[src/rtl/serial_subtractor_ctrl.sv]
// Bit-serial subtractor: one 1-bit full-subtractor cell walks the operands LSB-first,
// with valid/ready handshakes on the operand and result sides.
module serial_subtractor_ctrl #(
    parameter int WIDTH = 8
) (
    input  logic             clk,
    input  logic             reset,
    input  logic             in_valid,
    output logic             in_ready,
    input  logic [WIDTH-1:0] x,
    input  logic [WIDTH-1:0] y,
    input  logic             borrowIn,
    output logic             out_valid,
    input  logic             out_ready,
    output logic [WIDTH-1:0] diff,
    output logic             borrowOut,
    output logic             busy
);

    localparam int CNT_W = (WIDTH > 1) ? $clog2(WIDTH) : 1;
    localparam logic [CNT_W-1:0] LAST_BIT = CNT_W'(WIDTH - 1);

    typedef enum logic [1:0] {
        IDLE = 2'd0,
        RUN  = 2'd1,
        DONE = 2'd2
    } state_t;

    state_t           state_q, state_d;
    logic [WIDTH-1:0] xShift_q, xShift_d;
    logic [WIDTH-1:0] yShift_q, yShift_d;
    logic [WIDTH-1:0] result_q, result_d;
    logic             borrow_q, borrow_d;
    logic [CNT_W-1:0] count_q, count_d;
    logic             inReady_q, inReady_d;
    logic             outValid_q, outValid_d;
    logic             busy_q, busy_d;
    logic [WIDTH-1:0] diff_q, diff_d;
    logic             borrowOut_q, borrowOut_d;

    logic             cellDiff;
    logic             cellBorrow;
    logic [WIDTH-1:0] resultShifted;

    always_comb begin
        cellDiff      = xShift_q[0] ^ yShift_q[0] ^ borrow_q;
        cellBorrow    = (~xShift_q[0] & yShift_q[0]) | (~(xShift_q[0] ^ yShift_q[0]) & borrow_q);
        resultShifted = {cellDiff, result_q[WIDTH-1:1]};
    end

    // The counter holds on the last bit so it never wraps within an operation.
    always_comb begin
        state_d     = state_q;
        xShift_d    = xShift_q;
        yShift_d    = yShift_q;
        result_d    = result_q;
        borrow_d    = borrow_q;
        count_d     = count_q;
        inReady_d   = inReady_q;
        outValid_d  = outValid_q;
        busy_d      = busy_q;
        diff_d      = diff_q;
        borrowOut_d = borrowOut_q;

        unique case (state_q)
            IDLE: begin
                if (in_valid && inReady_q) begin
                    xShift_d  = x;
                    yShift_d  = y;
                    borrow_d  = borrowIn;
                    result_d  = '0;
                    count_d   = '0;
                    inReady_d = 1'b0;
                    busy_d    = 1'b1;
                    state_d   = RUN;
                end
            end
            RUN: begin
                result_d = resultShifted;
                xShift_d = xShift_q >> 1;
                yShift_d = yShift_q >> 1;
                borrow_d = cellBorrow;
                if (count_q == LAST_BIT) begin
                    diff_d      = resultShifted;
                    borrowOut_d = cellBorrow;
                    outValid_d  = 1'b1;
                    state_d     = DONE;
                end else begin
                    count_d = count_q + CNT_W'(1);
                end
            end
            DONE: begin
                if (out_ready) begin
                    outValid_d = 1'b0;
                    inReady_d  = 1'b1;
                    busy_d     = 1'b0;
                    state_d    = IDLE;
                end
            end
            default: begin
                outValid_d = 1'b0;
                inReady_d  = 1'b1;
                busy_d     = 1'b0;
                state_d    = IDLE;
            end
        endcase
    end

    always_ff @(posedge clk or posedge reset) begin
        if (reset) begin
            state_q     <= IDLE;
            xShift_q    <= '0;
            yShift_q    <= '0;
            result_q    <= '0;
            borrow_q    <= 1'b0;
            count_q     <= '0;
            inReady_q   <= 1'b1;
            outValid_q  <= 1'b0;
            busy_q      <= 1'b0;
            diff_q      <= '0;
            borrowOut_q <= 1'b0;
        end else begin
            state_q     <= state_d;
            xShift_q    <= xShift_d;
            yShift_q    <= yShift_d;
            result_q    <= result_d;
            borrow_q    <= borrow_d;
            count_q     <= count_d;
            inReady_q   <= inReady_d;
            outValid_q  <= outValid_d;
            busy_q      <= busy_d;
            diff_q      <= diff_d;
            borrowOut_q <= borrowOut_d;
        end
    end

    assign in_ready  = inReady_q;
    assign out_valid = outValid_q;
    assign busy      = busy_q;
    assign diff      = diff_q;
    assign borrowOut = borrowOut_q;

    // Exactly one of the two handshake sides is open at any time outside RUN.
    assert property (@(posedge clk) disable iff (reset) !(inReady_q && outValid_q));
    assert property (@(posedge clk) disable iff (reset) busy_q == !inReady_q);

endmodule

[config.mk]
export PLATFORM = sky130hd
export DESIGN_NAME = serial_subtractor_ctrl
export DESIGN_NICKNAME = d
export VERILOG_FILES = /design/src/rtl/serial_subtractor_ctrl.sv
export SDC_FILE = /design/constraint.sdc
export NUM_CORES = 1
export LEC_CHECK = 0
export ABC_AREA = 1
export CORE_ASPECT_RATIO = 1.25
export CORE_MARGIN = 2
export CORE_UTILIZATION = 35
export CTS_CLUSTER_DIAMETER = 50
export DETAILED_ROUTE_END_ITERATION = 10
export SLEW_MARGIN = 20
export SYNTH_ARGS = -nofsm -noshare
export SYNTH_HDL_FRONTEND = slang
export SYNTH_SLANG_ARGS = --single-unit
[constraint.sdc]
create_clock -name clk -period 3.85 [get_ports clk]
set_input_delay 0.77 -clock clk [delete_from_list [all_inputs] [get_ports clk]]
set_output_delay 0.77 -clock clk [all_outputs]
set_load 0.02 [all_outputs]
### After elaboration in Yosys (flattened, before gate mapping)

Index checks and enable logic that the tools add are counted.

* bits in registers: 42
* bits of input ports: 21
* logic and storage cells: 60

* $add $sub $neg: 1
* eq/ne operators: 7
* mux-type cells: 23
* bitwise gates (word level): 9
* reductions and logical operators: 9

Operators with widths (number)
* $pmux 8 s2: 3
* $mux 8: 3
* $reduce_and 3->1: 4
* $pmux 1 s3: 3
* $ne 2x2->1 const B: 4
* $mux 1: 6
* $mux 2: 3
* $mux 3: 2
* $pmux 2 s3: 1
* $pmux 3 s2: 1
* $not 1->1: 4
* $reduce_and 2->1: 2
* $add 3x1->3 const B: 1
* $eq 3x3->1 const B: 1
* $and 1x1->1: 2
* $eq 2x1->1 const B: 1
* $eq 2x2->1 const B: 1
* $logic_not 2->1: 1
* $pmux 1 s2: 1
* $reduce_bool 2->1: 1
* $xor 1x1->1: 2
* $logic_and 1x1->1: 1
* $or 1x1->1: 1

### Depth between registers and ports, before layout

* word-level depth: 5
* gate-level depth with buffers: 8

### Least setup slack after synthesis

No wires, ideal clock.

* kind: input to register
* start point: input in_valid
* end point: register result_q[1]
* library setup time: 0.126 ns
* arrival time: 1.295 ns
* data required time: 3.724 ns
* slack: 2.429 ns
* stages on the path: 4
* path buffers: 1
* cell sequence: nand2_1 -> a21oi_1 -> buf_2 -> o21ai_0

* word-level cells in the longest chain between the ends: 3

Ends and longest elaborated chain
* start: declaration: RTL line 8 `input logic in_valid,`
* $logic_and 1x1->1: RTL line 67 `if (in_valid && inReady_q) begin`
* $ne 2x2->1 (no source line)
* $reduce_and 2->1 (no source line)
* end signal: assignment: RTL line 126 `result_q <= result_d;`
* end: declaration: RTL line 32 `logic [WIDTH-1:0] result_q, result_d;`

No other way between the ends.
A chain may end at the register's enable or synchronous reset.

### Worst setup path in the final report

* start point: register inReady_q, in the netlist in_ready
* end point: output in_ready

RTL lines
* start: declaration: RTL line 35 `logic inReady_q, inReady_d;`
* start signal: assignment: RTL line 129 `inReady_q <= inReady_d;`
* end: declaration: RTL line 9 `output logic in_ready,`

No word-level cell between the ends.

==> reports/metrics.csv <==
stage;metric;value;unit
detailed_routing;total wire length;3.66;mm
global_route;global-route wire length before repair;6.57;mm
power_and_ir_drop;LEAKAGE;1.18;nW
sta;slew margin rel.;56.0;%
sta;unrepaired setup endpoints after global routing;no;
die;core area;5080;µm²
layout;multi-input logic area;679;µm²
detailed_routing;via count;1473;
global_route;met1 track demand over resource;17.6;%
power_and_ir_drop;PD cells;788;nW/µm²
die;die width;68.7;µm
power_and_ir_drop;combinational power share;44.5;%
place;GP Congestion;0.698;
global_route;M3 GR Usage;4.11;%
run_status;status;finished clean;
synth;Synth cell types;16;
synth;largest cells by area after synthesis;dfrtp_1 (55%), nand2_1 (26%), o21ai_0 (4.6%);
cts;# clock sinks;41;
place;Area after DPL;2180;µm²
die;number of I/O pins;33;
cts;H-tree depth;2;
global_route;pin count of the biggest net entering global routing;42;
worst_setup_path;Critical Path Sink Type;output port;
layout;most common cell after layout, fill and taps aside;nand2_1;
synth;post-synthesis net count;249;
layout;register area;1030;µm²
cts;CTS tree;done;
sta;Sum Neg Setup Slack;0;ns
global_route;GR peak layer;met2;
cts;Clock Tree Buf Depth;2;
worst_setup_path;CP Class;flop to output port;
detailed_routing;DRC viols;0;
cts;clock latency at the later pin of the worst-skew pair;0.29;ns
worst_setup_path;WP data arrival;1.43;ns
power_and_ir_drop;Clk pwr share;14.9;%
synth;share of the synthesized area in the top cell type;54.6;%
synth;Mapped Area;1830;µm²
cts;# Post-CTS Setup Buffers;0;
cts;Gates resized, CTS repair;0;
layout;diode count;0;
worst_setup_path;CP Max Fanout;3;
worst_setup_path;worst path cell trace;clkdlybuf4s50_1;
cts;Post-CTS Hold Buffers;0;
layout;most frequent cells in the layout;nand2_1 (125), dfrtp_1 (40), clkdlybuf4s50_1 (32);
cts;Clk pin slew, worst setup/hold paths;0.07;ns
worst_setup_path;Slowest cell on crit path;clkdlybuf4s50_1;
die;die area;5830;µm²
detailed_routing;WL/cell;11.4;µm
global_route;total grt overflow;0;
sta;clock skew;0.00590;ns
sta;Peak Freq;454;MHz
hold_path;hold crit path type;flop to flop;
flow_run;number of max-cap violations;0;
power_and_ir_drop;Reg power frac;40.6;%
worst_setup_path;Worst path max stage delay;0.60;ns
sta;final setup fails;0;
place;Port Buf Inserts;32;
detailed_routing;post-route ant nets;0;
detailed_routing;vias per cell;4.59;
die;starting density of the core;36.1;%
synth;Syn Inst Count;225;
power_and_ir_drop;Sw Share;40.7;%
synth;post-synth top area cell;dfrtp_1;
sta;Slew Viols, Final;0;
layout;Final Non-Filler Cells;321;
global_route;GRT Total Usage;15.0;%
place;Final HPWL DP;2.47;mm
worst_setup_path;type of origin of the critical path;flop;
layout;Final nets;282;
worst_setup_path;critical path data required time;3.08;ns
detailed_routing;drt pass-1 iters;4;
power_and_ir_drop;maximum vdd drop;268;µV
sta;final worst path period share;57.2;%
sta;worst-margin pin slew;0.660;ns
sta;final hold violation count;0;
worst_setup_path;CP Buf/Inv Count;1;
sta;Tmin final;2.20;ns
sta;Hold Slack;0.474;ns
synth;Avg Cell Area, Syn;8.14;µm²
power_and_ir_drop;Int Power;0.00106;W
global_route;vias in the first global route;1491;
layout;share of layout cells above drive strength 1;5.02;%
global_route;antenna violations before repair;0;
power_and_ir_drop;NetSw;0.000725;W
synth;post-synthesis sequential area ratio;56.1;%
die;row count;29;
layout;Area Overhead vs Synth;23.4;%
synth;flop and latch count out of synthesis;41;
layout;Layout fillers;522;
cts;Clock Tree Root;clkbuf_8;
place;Placed Cells;313;
synth;synth warn;0;
die;Die Y;84.9;µm
detailed_routing;DR iter-0 viols;110;
cts;CTS Buf Count;5;
layout;post-layout instance area;2260;µm²
worst_setup_path;Worst path top cell family by delay;buffers and inverters;
global_route;met2 usage in global routing;25.0;%
## per-stage QoR
step | util (%) | worst slack, ns | power, W
after detailed placement | 42.9 | 1.85 | 0.00154
after CTS | 44.5 | 1.63 | 0.00181
after floorplan | - | 2.14 | 0.00130
after global placement | 42.9 | 1.87 | 0.00151
final | 44.5 | 1.65 | 0.00178
after global routing | 44.5 | 1.61 | 0.00197
## Yosys cell counts
cell	n
nand3b_1	1
nand2_1	125
nand3_1	7
inv_1	15
o21ai_0	17
inv_2	1
dfstp_2	1
buf_2	4
buf_6	4
dfrtp_1	40
nor2_2	1
fa_1	1
nand2_2	3
a21oi_1	1
ha_1	2
nor2_1	2
## path summary, 6_finish.rpt
path	startpoint	end	slack [ns]	cells after the start
worst min register to register	busy	busy	0.47	2
max in group asynchronous	reset	in_ready	2.58	3
worst min-delay path	busy	busy	0.47	2
worst max-delay path	in_ready	in_ready	1.65	1
worst max register to register	state_q[1]	count_q[1]	1.91	6
min in group asynchronous	reset	diff[4]	0.90	3
## registers in the layout, indices dropped and copies added (netlist names), 2 cells and up
register / flops
result_q: 7
state_q: 2
yShift_q: 8
count_q: 3
diff: 8
xShift_q: 8
## cells by family after synthesis
logic type	share of synthesized area, %
fa+ha+maj	2.46
compound gates	4.92
flops	56.1
buf+inv	6.83
simple gates	29.7
## final cells by class
class                   instances  area share (%)
multi-input cells             160            30.1
inverters                      16            2.66
clock buffers                   8            3.54
well taps                      62            3.43
flip-flops and latches         41            45.5
repair buffers                 34            14.8
## power groups by stage
stage	logic (W)	registers, W	clock network [W]
6_report	0.000793	0.000723	0.000265
5_1_grt	0.000933	0.000746	0.000295
4_1_cts	0.000815	0.000724	0.000276
3_5_place_dp	0.000812	0.000729	0
3_3_place_gp	0.000791	0.000724	0
2_1_floorplan	0.000522	0.000779	0
## layer usage
| layer | wire, µm | share of wire, % |
|---|---|---|
| met1 | 1610 | 44 |
| met2 | 1820 | 50 |
| met3 | 142 | 3.9 |
| met4 | 89 | 2.4 |
| met5 | 0 | 0 |
Power figures use the tool's default switching activity.
